### config.mk
export PLATFORM = sky130hd
export DESIGN_NAME = moore_seq_detector
export DESIGN_NICKNAME = d
export VERILOG_FILES = /design/src/rtl/moore_seq_detector.sv
export SDC_FILE = /design/constraint.sdc
export NUM_CORES = 1
export LEC_CHECK = 0
export BUFFER_PORTS_ARGS = -buffer_cell sky130_fd_sc_hd__buf_2
export CAP_MARGIN = 20
export CORE_MARGIN = 2
export CORE_UTILIZATION = 50
export DETAILED_ROUTE_END_ITERATION = 7
export PLACE_DENSITY = 0.75
export SYNTH_ARGS = -nofsm -noshare
export SYNTH_HDL_FRONTEND = slang
export SYNTH_SLANG_ARGS = --single-unit
### constraint.sdc
create_clock -name clk -period 1.8 [get_ports clk]
set_clock_uncertainty 0.2 [all_clocks]
set_input_delay 0.36 -clock clk [delete_from_list [all_inputs] [get_ports clk]]
set_output_delay 0.36 -clock clk [all_outputs]
set_load 0.02 [all_outputs]
### src/rtl/moore_seq_detector.sv
// Moore serial pattern detector for an arbitrary PATTERN of PAT_LEN bits.
// Supports overlap select, a bit-valid qualifier and a saturating match counter.
module moore_seq_detector #(
    parameter int                 PAT_LEN = 4,
    parameter logic [PAT_LEN-1:0] PATTERN = 4'b1010,
    parameter int                 CNT_W   = 8
) (
    input  logic             clk,
    input  logic             reset,
    input  logic             en,
    input  logic             c,
    input  logic             overlap,
    input  logic             count_clear,
    output logic             d,
    output logic [CNT_W-1:0] match_count
);
    localparam int SW = $clog2(PAT_LEN + 1);

    typedef enum logic [SW-1:0] {
        S_0     = SW'(0),
        S_MATCH = SW'(PAT_LEN)
    } state_t;

    // Bit i of the pattern in wire order (i = 0 is the first bit received).
    function automatic logic pat_bit(input int i);
        return PATTERN[PAT_LEN-1-i];
    endfunction

    // Longest pattern prefix that is a suffix of (first k pattern bits, then b).
    function automatic int next_of(input int k, input logic b);
        int   best;
        int   idx;
        logic ok;
        logic h;
        best = 0;
        for (int j = 1; j <= PAT_LEN; j++) begin
            if (j <= k + 1) begin
                ok = 1'b1;
                for (int i = 0; i < PAT_LEN; i++) begin
                    if (i < j) begin
                        idx = k + 1 - j + i;
                        h   = (idx < k) ? pat_bit(idx) : b;
                        if (h != pat_bit(i)) ok = 1'b0;
                    end
                end
                if (ok) best = j;
            end
        end
        return best;
    endfunction

    // Longest proper prefix of the pattern that is also one of its suffixes.
    function automatic int fail_len();
        int   best;
        logic ok;
        best = 0;
        for (int j = 1; j < PAT_LEN; j++) begin
            ok = 1'b1;
            for (int i = 0; i < PAT_LEN; i++) begin
                if (i < j && pat_bit(i) != pat_bit(PAT_LEN - j + i)) ok = 1'b0;
            end
            if (ok) best = j;
        end
        return best;
    endfunction

    localparam logic [SW-1:0]    F_STATE = SW'(fail_len());
    localparam logic [CNT_W-1:0] CNT_MAX = '1;

    logic [PAT_LEN-1:0][SW-1:0] w_tbl0;
    logic [PAT_LEN-1:0][SW-1:0] w_tbl1;

    genvar gi;
    generate
        for (gi = 0; gi < PAT_LEN; gi++) begin : g_tbl
            assign w_tbl0[gi] = SW'(next_of(gi, 1'b0));
            assign w_tbl1[gi] = SW'(next_of(gi, 1'b1));
        end
    endgenerate

    state_t           r_state;
    state_t           w_next;
    logic [SW-1:0]    w_base;
    logic [SW-1:0]    w_cand;
    logic             w_hit;
    logic [CNT_W-1:0] r_count;

    always_ff @(posedge clk or posedge reset) begin
        if (reset) begin
            r_state <= S_0;
        end else begin
            r_state <= w_next;
        end
    end

    always_comb begin
        w_base = r_state;
        w_cand = r_state;
        w_next = r_state;
        w_hit  = 1'b0;
        // Leaving the match state: resume from the border or start afresh.
        if (r_state == S_MATCH) begin
            w_base = overlap ? F_STATE : SW'(0);
        end
        for (int k = 0; k < PAT_LEN; k++) begin
            if (w_base == SW'(k)) begin
                w_cand = c ? w_tbl1[k] : w_tbl0[k];
            end
        end
        if (en) begin
            w_next = state_t'(w_cand);
            w_hit  = (w_cand == S_MATCH);
        end
    end

    always_ff @(posedge clk or posedge reset) begin
        if (reset) begin
            r_count <= '0;
        end else if (count_clear) begin
            r_count <= w_hit ? CNT_W'(1) : '0;
        end else if (w_hit && r_count != CNT_MAX) begin
            r_count <= r_count + CNT_W'(1);
        end
    end

    assign d           = (r_state == S_MATCH);
    assign match_count = r_count;

endmodule

* Word level (Yosys, flattened, before mapping)
Index checks and enable logic that the tools add are counted.
Operators by class: $add $sub $neg 1, equal/unequal tests 6, multiplexer cells 14, reduce and logical (&&, ||, !) cells 3
Operators with widths (number):
- $mux 3 | 6
- $mux 8 | 2
- $add 8x1->8 const B | 1
- $ne 8x8->1 const B | 1
- $eq 3x2->1 const B | 2
- $eq 3x3->1 const B | 2
- $mux 2 | 3
- $eq 3x1->1 const B | 1
- $logic_not 3->1 | 1
- $mux 1 | 3
- $reduce_bool 2->1 | 1
- $logic_and 1x1->1 | 1
Storage, ports and cells: flip-flop bits (word level) 11, input bits 6, output and inout port bits 9, word-level logic and storage cells 26

* Logic depth before layout (Yosys ltp)
Gate-level depths: netlist of the first run.
depth in word-level cells 12, depth in mapped cells 5, mapped depth without buffers 5

* Worst setup path after synthesis of the first run
OpenSTA, ideal clock, no wires.
kind flip-flop to flip-flop, start point register r_count[0], in the netlist match_count[0], end point register r_count[0], in the netlist match_count[0], setup time 0.139 ns, data arrival time 1.360 ns, required time 1.461 ns, setup slack 0.100 ns, cell stages (with the launch flop) 6, buffers on the path 0, clock period less this slack 1.700 ns, path through dfrtp_1 > ha_1 > and2_1 > and4_1 > o211ai_1 > o311ai_1
Between the ends: cells in the longest elaborated chain, start to end 3, elaborated cells between the ends (all ways) 6, those cells by class 1 x add/sub; 1 x eq/ne; 2 x mux; 2 x reduce/logical
Ends and longest elaborated chain:
- start, declared | RTL line 86 | logic [CNT_W-1:0] r_count;
- start signal, assigned | RTL line 120 | r_count <= w_hit ? CNT_W'(1) : '0;
- start signal, assigned | RTL line 122 | r_count <= r_count + CNT_W'(1);
- $add 8x1->8 or $ne 8x8->1 (tied branches) | RTL line 122, 121
- $mux 8 or $logic_and 1x1->1 (tied branches) | RTL line 121 | end else if (w_hit && r_count != CNT_MAX) begin
- $mux 8 or $reduce_bool 2->1 (tied branches)
Several ways; a longest one is shown, not always the timed one. The select of a mux whose other input is x is not followed. A chain may end at the register's enable or synchronous reset.

* Final worst setup path of the first run
start point register r_state[1], end point output port d
Between the ends: cells in the longest elaborated chain, start to end 1
Ends and longest elaborated chain:
- start, declared | RTL line 81 | state_t r_state;
- start signal, assigned | RTL line 92 | r_state <= w_next;
- $eq 3x3->1 | RTL line 126 | assign d = (r_state == S_MATCH);
- end, declared | RTL line 14 | output logic d,
Every way passes these cells.

==> flow_summary.toml, run 1 <==
[sta]
period_minus_slack_ns = 1.73
setup_viol = 0
whs_ns = 0.154
hold_viol = 0
rsz0062_at_grt = "false"
drv_slew = 0
fmaxAchievable_ghz = 0.579
period_share = 0.959
fin_setup_tns_ns = 0
tightest_slew_ns = 0.422
slew_headroom = 0.718

[power_and_ir_drop]
leakagePower_nw = 0.381
power_frac_clock = 0.274
pwr-share-comb = 0.217
irDropWorstVdd_mv = 0.594
switching_share = 0.321
seqPwrFrac = 0.508
p_sw_uw = 201
intPower_uw = 425
finalPower_uw = 626
p_per_area_mw_per_mm2 = 807

[die]
rows = 12
io_pins = 15
dieWidth_um = 40.0
core_mm2 = 0.00116
die-area_mm2 = 0.00160
initial_core_util = 0.562
die-height_um = 40.0

[drt]
vias_per_cell = 6.07
final_antenna_net_count = 0
met1_length_um = 669
drt_wl_total_um = 1460
top_layer_used = "met4"
wl_met3_um = 101
drc = 0
first_pass_iters = 4
drt_iter0_drc = 41
wl_per_cell_um = 14.6
met2_length_um = 679
vias = 607

[clocking]
clk_pin_slew_ns = 0.08
clock_path_buffers = 2
htreeDepth = 1
root_buffer = "clkbuf_4"
clock-sinks = 11
cts_made_buffers = 3
cts_tree = "done"
clkLatencyLatePin_ns = 0.27

[outcome]
status = "finished, final reports clean"

[critical_path]
cp.required_ns = 1.24
slowest_delay_ns = 0.50
r2r-end = "match_count[0]$_DFFE_PP0P_"
crit_fanout = 10
cp-start-kind = "register"
crit_chain = "nor3b_1 > buf_2"
critPathArrivalTime_ns = 1.17
crit_slowest_cell = "dfrtp_1"
crit-reg2reg-launch = "match_count[0]$_DFFE_PP0P_"
r2r_cells = 5
worstSetupEndpointType = "output port"
path_depth = 2
critPathKind = "register to output port"
cpLargestDelayFamily = "flip-flops"
cp_num_buf_inv = 1
r2r_slack_ns = 0.13

[grt]
grt_pass1_vias = 556
grt_overflow = 0
grt_max_degree = 12
grt_pass1_wl_um = 2400
antenna_found_initial = 0
grt_usage = 0.224

[yosys]
synth_compound_area_frac = 0.208
ys_seq_area_frac = 0.424
synth.area.mux_share = 0.0154
synth_area_um2 = 649
synth_seq_cells = 11
synthAdderAreaFrac = 0.0193
ys_types = 29
synthXorXnorAreaFrac = 0
synth_top_family_by_area = "simple AND/OR/NAND/NOR gates"
avgSynthCellArea_um2 = 9.69
synth_cells = 67
synth_simple_gate_area_frac = 0.281
yosys_warnings = 0
synth_fp_nets = 74

[placed_design]
dp_hpwl_um = 1020
place_congestion = 0.854
place_inst = 95
io_buffers = 14
placed_cell_area_um2 = 737

[layout]
syn_to_final_growth_pct = 19.5
final_cells = 100
antenna_cells = 0
final_nets = 94
final_area_um2 = 776
drive_gt1_frac = 0.267

[flow_run]
maxCapViolCount = 0

[min_path]
hp-start = "count_clear"
min-delay-path-class = "input port to register"
hold_end = "match_count[7]$_DFFE_PP0P_"
hold_depth = 2
[power by group through the flow]
stage	combinational (mW)	clock (mW)	sequential [mW]
after floorplan	0.108	0	0.308
after global placement	0.133	0	0.321
after detailed placement	0.135	0	0.321
after CTS	0.137	0.174	0.317
after global routing	0.156	0.183	0.326
final	0.136	0.172	0.318
[worst max-delay path by stage]
| stage | from | slack, ns | endpoint |
|---|---|---|---|
| after global placement | c | 0.1 | match_count[5]$_DFFE_PP0P_ |
| after detailed placement | c | 0.08 | match_count[5]$_DFFE_PP0P_ |
| after global routing | match_count[0]$_DFFE_PP0P_ | 0.004 | match_count[1]$_DFFE_PP0P_ |
| after floorplan | match_count[0]$_DFFE_PP0P_ | 0.10 | match_count[0]$_DFFE_PP0P_ |
| after CTS | r_state[1]$_DFFE_PP0P_ | 0.06 | d |
| final | r_state[1]$_DFFE_PP0P_ | 0.07 | d |
[worst register-to-register path: cells and delay by family, from the launching register on]
kind	cells	cell delay [ns]
compound gates	2	0.29
simple gates	2	0.41
fa+ha+maj	1	0.23
flops	1	0.43
[cells in the final DEF, fill, tap and decap left out, types with 2 or more instances in the layout]
| cell type | Yosys | layout |
|---|---|---|
| o21ai_0 | 5 | 5 |
| a21oi_1 | 2 | 2 |
| clkbuf_4 | 0 | 3 |
| nand2b_1 | 2 | 2 |
| o311ai_1 | 2 | 2 |
| dfrtp_1 | 11 | 11 |
| nor3_1 | 3 | 3 |
| nand3_1 | 2 | 2 |
| and2_1 | 2 | 2 |
| nand2_1 | 4 | 4 |
| and4_1 | 3 | 3 |
| inv_1 | 7 | 7 |
| a31oi_1 | 2 | 2 |
| nor2_1 | 2 | 2 |
| o211ai_1 | 2 | 2 |
| o41ai_1 | 2 | 2 |
| and3_1 | 3 | 3 |
| buf_2 | 0 | 14 |
[cell families (layout without fill, tap and decap cells)]
kind of cell / count (synthesis) / after routing
and+or+nand+nor: 27 / 27
DFF: 11 / 11
muxes: 1 / 1
AOI/OAI and AO/OA: 19 / 19
adders and majority gates: 1 / 1
buffers and inverters: 8 / 27
[stage by stage]
stage,setup slack [ns],utilization
floorplan,0.100,-
CTS,0.0618,0.669
finish,0.0729,0.671
detailed placement,0.0834,0.637
global route,0.00446,0.671
global placement,0.0958,0.637
[timing repair]
item | CTS | global route
setup endpoints to repair | 0 | 1
setup buffers | 0 | 0
endpoints found under the hold margin | 11 | 0
gates resized for setup | 0 | 1
hold buffers | 1 | 0
[area by class of cell]
class                   count  area [µm²]
multi-input cells          48         343
clock buffers               4        26.3
inverters                   7        26.3
repair buffers             16        87.6
fillers                    94         380
flip-flops and latches     11         275
well taps                  14        17.5
[sequential cells by signal, summed over array words and instances (netlist names)]
| register | flops |
|---|---|
| match_count | 8 |
| r_state | 3 |
[layer usage]
metal  vias to the layer above  global-route usage
met5                         -                   0
met4                         0              0.0517
met3                         2              0.0667
met2                        22               0.359
met1                       286               0.295
li1                        297                   -
[cells in the mapped netlist]
cell type,count,share of area
a32o_1,1,0.015
a41oi_1,1,0.013
nand3_4,1,0.027
nor3_1,3,0.023
and2_1,2,0.019
a31o_2,1,0.013
nand2_1,4,0.023
ha_1,1,0.019
and4bb_4,1,0.025
nor2_1,2,0.012
a31oi_1,2,0.019
inv_1,7,0.040
nand2b_1,2,0.019
nor4b_1,1,0.013
nand3_1,2,0.015
and3_1,3,0.029
o311ai_1,2,0.027
o211ai_1,2,0.023
a21oi_1,2,0.015
o41ai_1,2,0.027
buf_4,1,0.012
and2_4,1,0.013
dfrtp_1,11,0.42
mux2i_1,1,0.015
nor3b_1,1,0.012
nand4_1,1,0.0096
o211a_1,1,0.015
o21ai_0,5,0.039
and4_1,3,0.040
Power figures use the tool's default switching activity.
==> inputs of run 2 (changes only) <==
--- a/config.mk
+++ b/config.mk
@@ -10,6 +10,7 @@
 export CORE_MARGIN = 2
 export CORE_UTILIZATION = 50
 export DETAILED_ROUTE_END_ITERATION = 7
+export GPL_TIMING_DRIVEN = 0
 export PLACE_DENSITY = 0.75
 export SYNTH_ARGS = -nofsm -noshare
 export SYNTH_HDL_FRONTEND = slang
==> run 2 against run 1 <==
  * Sequential cell count is the same
  * Clock power rose by 3%
  * Maximum frequency grew 1.0%
  * Count of clock-buffer cells in the layout unchanged
  * Largest power group unchanged
  * Largest cell class unchanged
==> flow_summary.toml, run 2 (synthesis gave the netlist of run 1 again) <==
[outcome]
status = "finished, final reports clean"

[layout]
largest_reg_flops = 8
fin_util = 0.675
mostFrequentLayoutCell = "buf_2"
final_nets = 94
drive_gt1_frac = 0.279
syn_to_final_growth_pct = 20.2
final_cells = 100
final_area_um2 = 781
most-common-layout-cells = "buf_2, dfrtp_1, inv_1"
antenna_cells = 0

[die]
dieWidth_um = 40.0
die-area_mm2 = 0.00160
rows = 12
io_pins = 15
initial_core_util = 0.562
die-height_um = 40.0
core_mm2 = 0.00116

[critical_path]
crit_fanout = 10
r2r_cells = 4
worstSetupEndpointType = "output port"
crit_start = "r_state[1]$_DFFE_PP0P_"
critPathKind = "register to output port"
cp-start-kind = "register"
r2r_slack_ns = 0.14
cp.required_ns = 1.24
critPathArrivalTime_ns = 1.15
crit-reg2reg-launch = "match_count[0]$_DFFE_PP0P_"

[drt]
wl_per_cell_um = 13.8
vias = 620
final_antenna_net_count = 0
drc = 0
vias_per_cell = 6.20
first_pass_iters = 6
drt_iter0_drc = 31
drt_wl_total_um = 1380

[clocking]
clkLatencyLatePin_ns = 0.28
cts_made_buffers = 3
cts_setup_buffers = 0
root_buffer = "clkbuf_4"
htreeDepth = 1
clk_pin_slew_ns = 0.07
clock-sinks = 11
clock_path_buffers = 2
cts_tree = "done"

[placed_design]
io_buffers = 14
place_congestion = 0.826
dp_hpwl_um = 965
place_inst = 95
detailedPlace.worstSlack_ns = 0.101
placed_cell_area_um2 = 737

[sta]
fmaxAchievable_ghz = 0.585
setup_ws_ns = 0.0900
whs_ns = 0.143
period_share = 0.950
hold_viol = 0
setup_viol = 0
drv_slew = 0
fin_setup_tns_ns = 0
rsz0062_at_grt = "false"
slew_headroom = 0.713
period_minus_slack_ns = 1.71
tightest_slew_ns = 0.430

[min_path]
hp-start = "count_clear"
hold_depth = 2
min-delay-path-class = "input port to register"

[power_and_ir_drop]
p_per_area_mw_per_mm2 = 817
p_sw_uw = 209
power_frac_clock = 0.277
pwr-share-comb = 0.241
leakagePower_nw = 0.383
finalPower_uw = 638
switching_share = 0.328
intPower_uw = 428
irDropWorstVdd_mv = 0.644
seqPwrFrac = 0.482

[grt]
grt_pass1_wl_um = 2330
antenna_found_initial = 0
grt_overflow = 0
grt_pass1_vias = 511
grt_max_degree = 12
grt_usage = 0.223

[flow_run]
maxCapViolCount = 0
[run 2: cell count changes in the layout (fill, tap and decap cells not counted)]
cell and delta:
nor3b_1 -1, nor3b_2 +1
[run 2: area by class of cell]
cell class | count | area (µm²)
Buffer | 1 | 7.51
Multi-Input combinational cell | 48 | 348
Clock buffer | 4 | 26.3
Inverter | 7 | 26.3
Sequential cell | 11 | 275
Tap cell | 14 | 17.5
Timing Repair Buffer | 15 | 80.1
Fill cell | 83 | 375
[run 2: path summary, 6_finish.rpt]
path / to
setup / recovery: d
min in group asynchronous: match_count[3]$_DFFE_PP0P_
hold reg to reg: match_count[5]$_DFFE_PP0P_
setup reg to reg: match_count[1]$_DFFE_PP0P_
max in group asynchronous: r_state[0]$_DFFE_PP0P_
hold / removal: match_count[6]$_DFFE_PP0P_
[run 2: timing repair]
item,4_1_cts,5_1_grt
hold endpoints to repair,11,0
resized for setup,0,2
hold buffers,1,0
endpoints found under the setup margin,0,3
[run 2: worst max-delay path, cell delays in order, from the launching register on]
cell and delay, ns:
dfrtp_1 0.37, buf_4 0.17, nor3b_2 0.16, buf_2 0.18
[run 2: metal layers]
| layer | global-route usage | share of wire |
|---|---|---|
| met1 | 0.317 | 0.48 |
| met2 | 0.315 | 0.44 |
| met3 | 0.0333 | 0.054 |
| met4 | 0.129 | 0.030 |
| met5 | 0 | 0 |
[run 2: power groups by stage]
stage / logic [mW] / clock network [mW] / registers [mW]
final: 0.154 / 0.177 / 0.307
after global routing: 0.175 / 0.185 / 0.312
after CTS: 0.150 / 0.178 / 0.305
after detailed placement: 0.147 / 0 / 0.309
after global placement: 0.148 / 0 / 0.309
after floorplan: 0.108 / 0 / 0.308
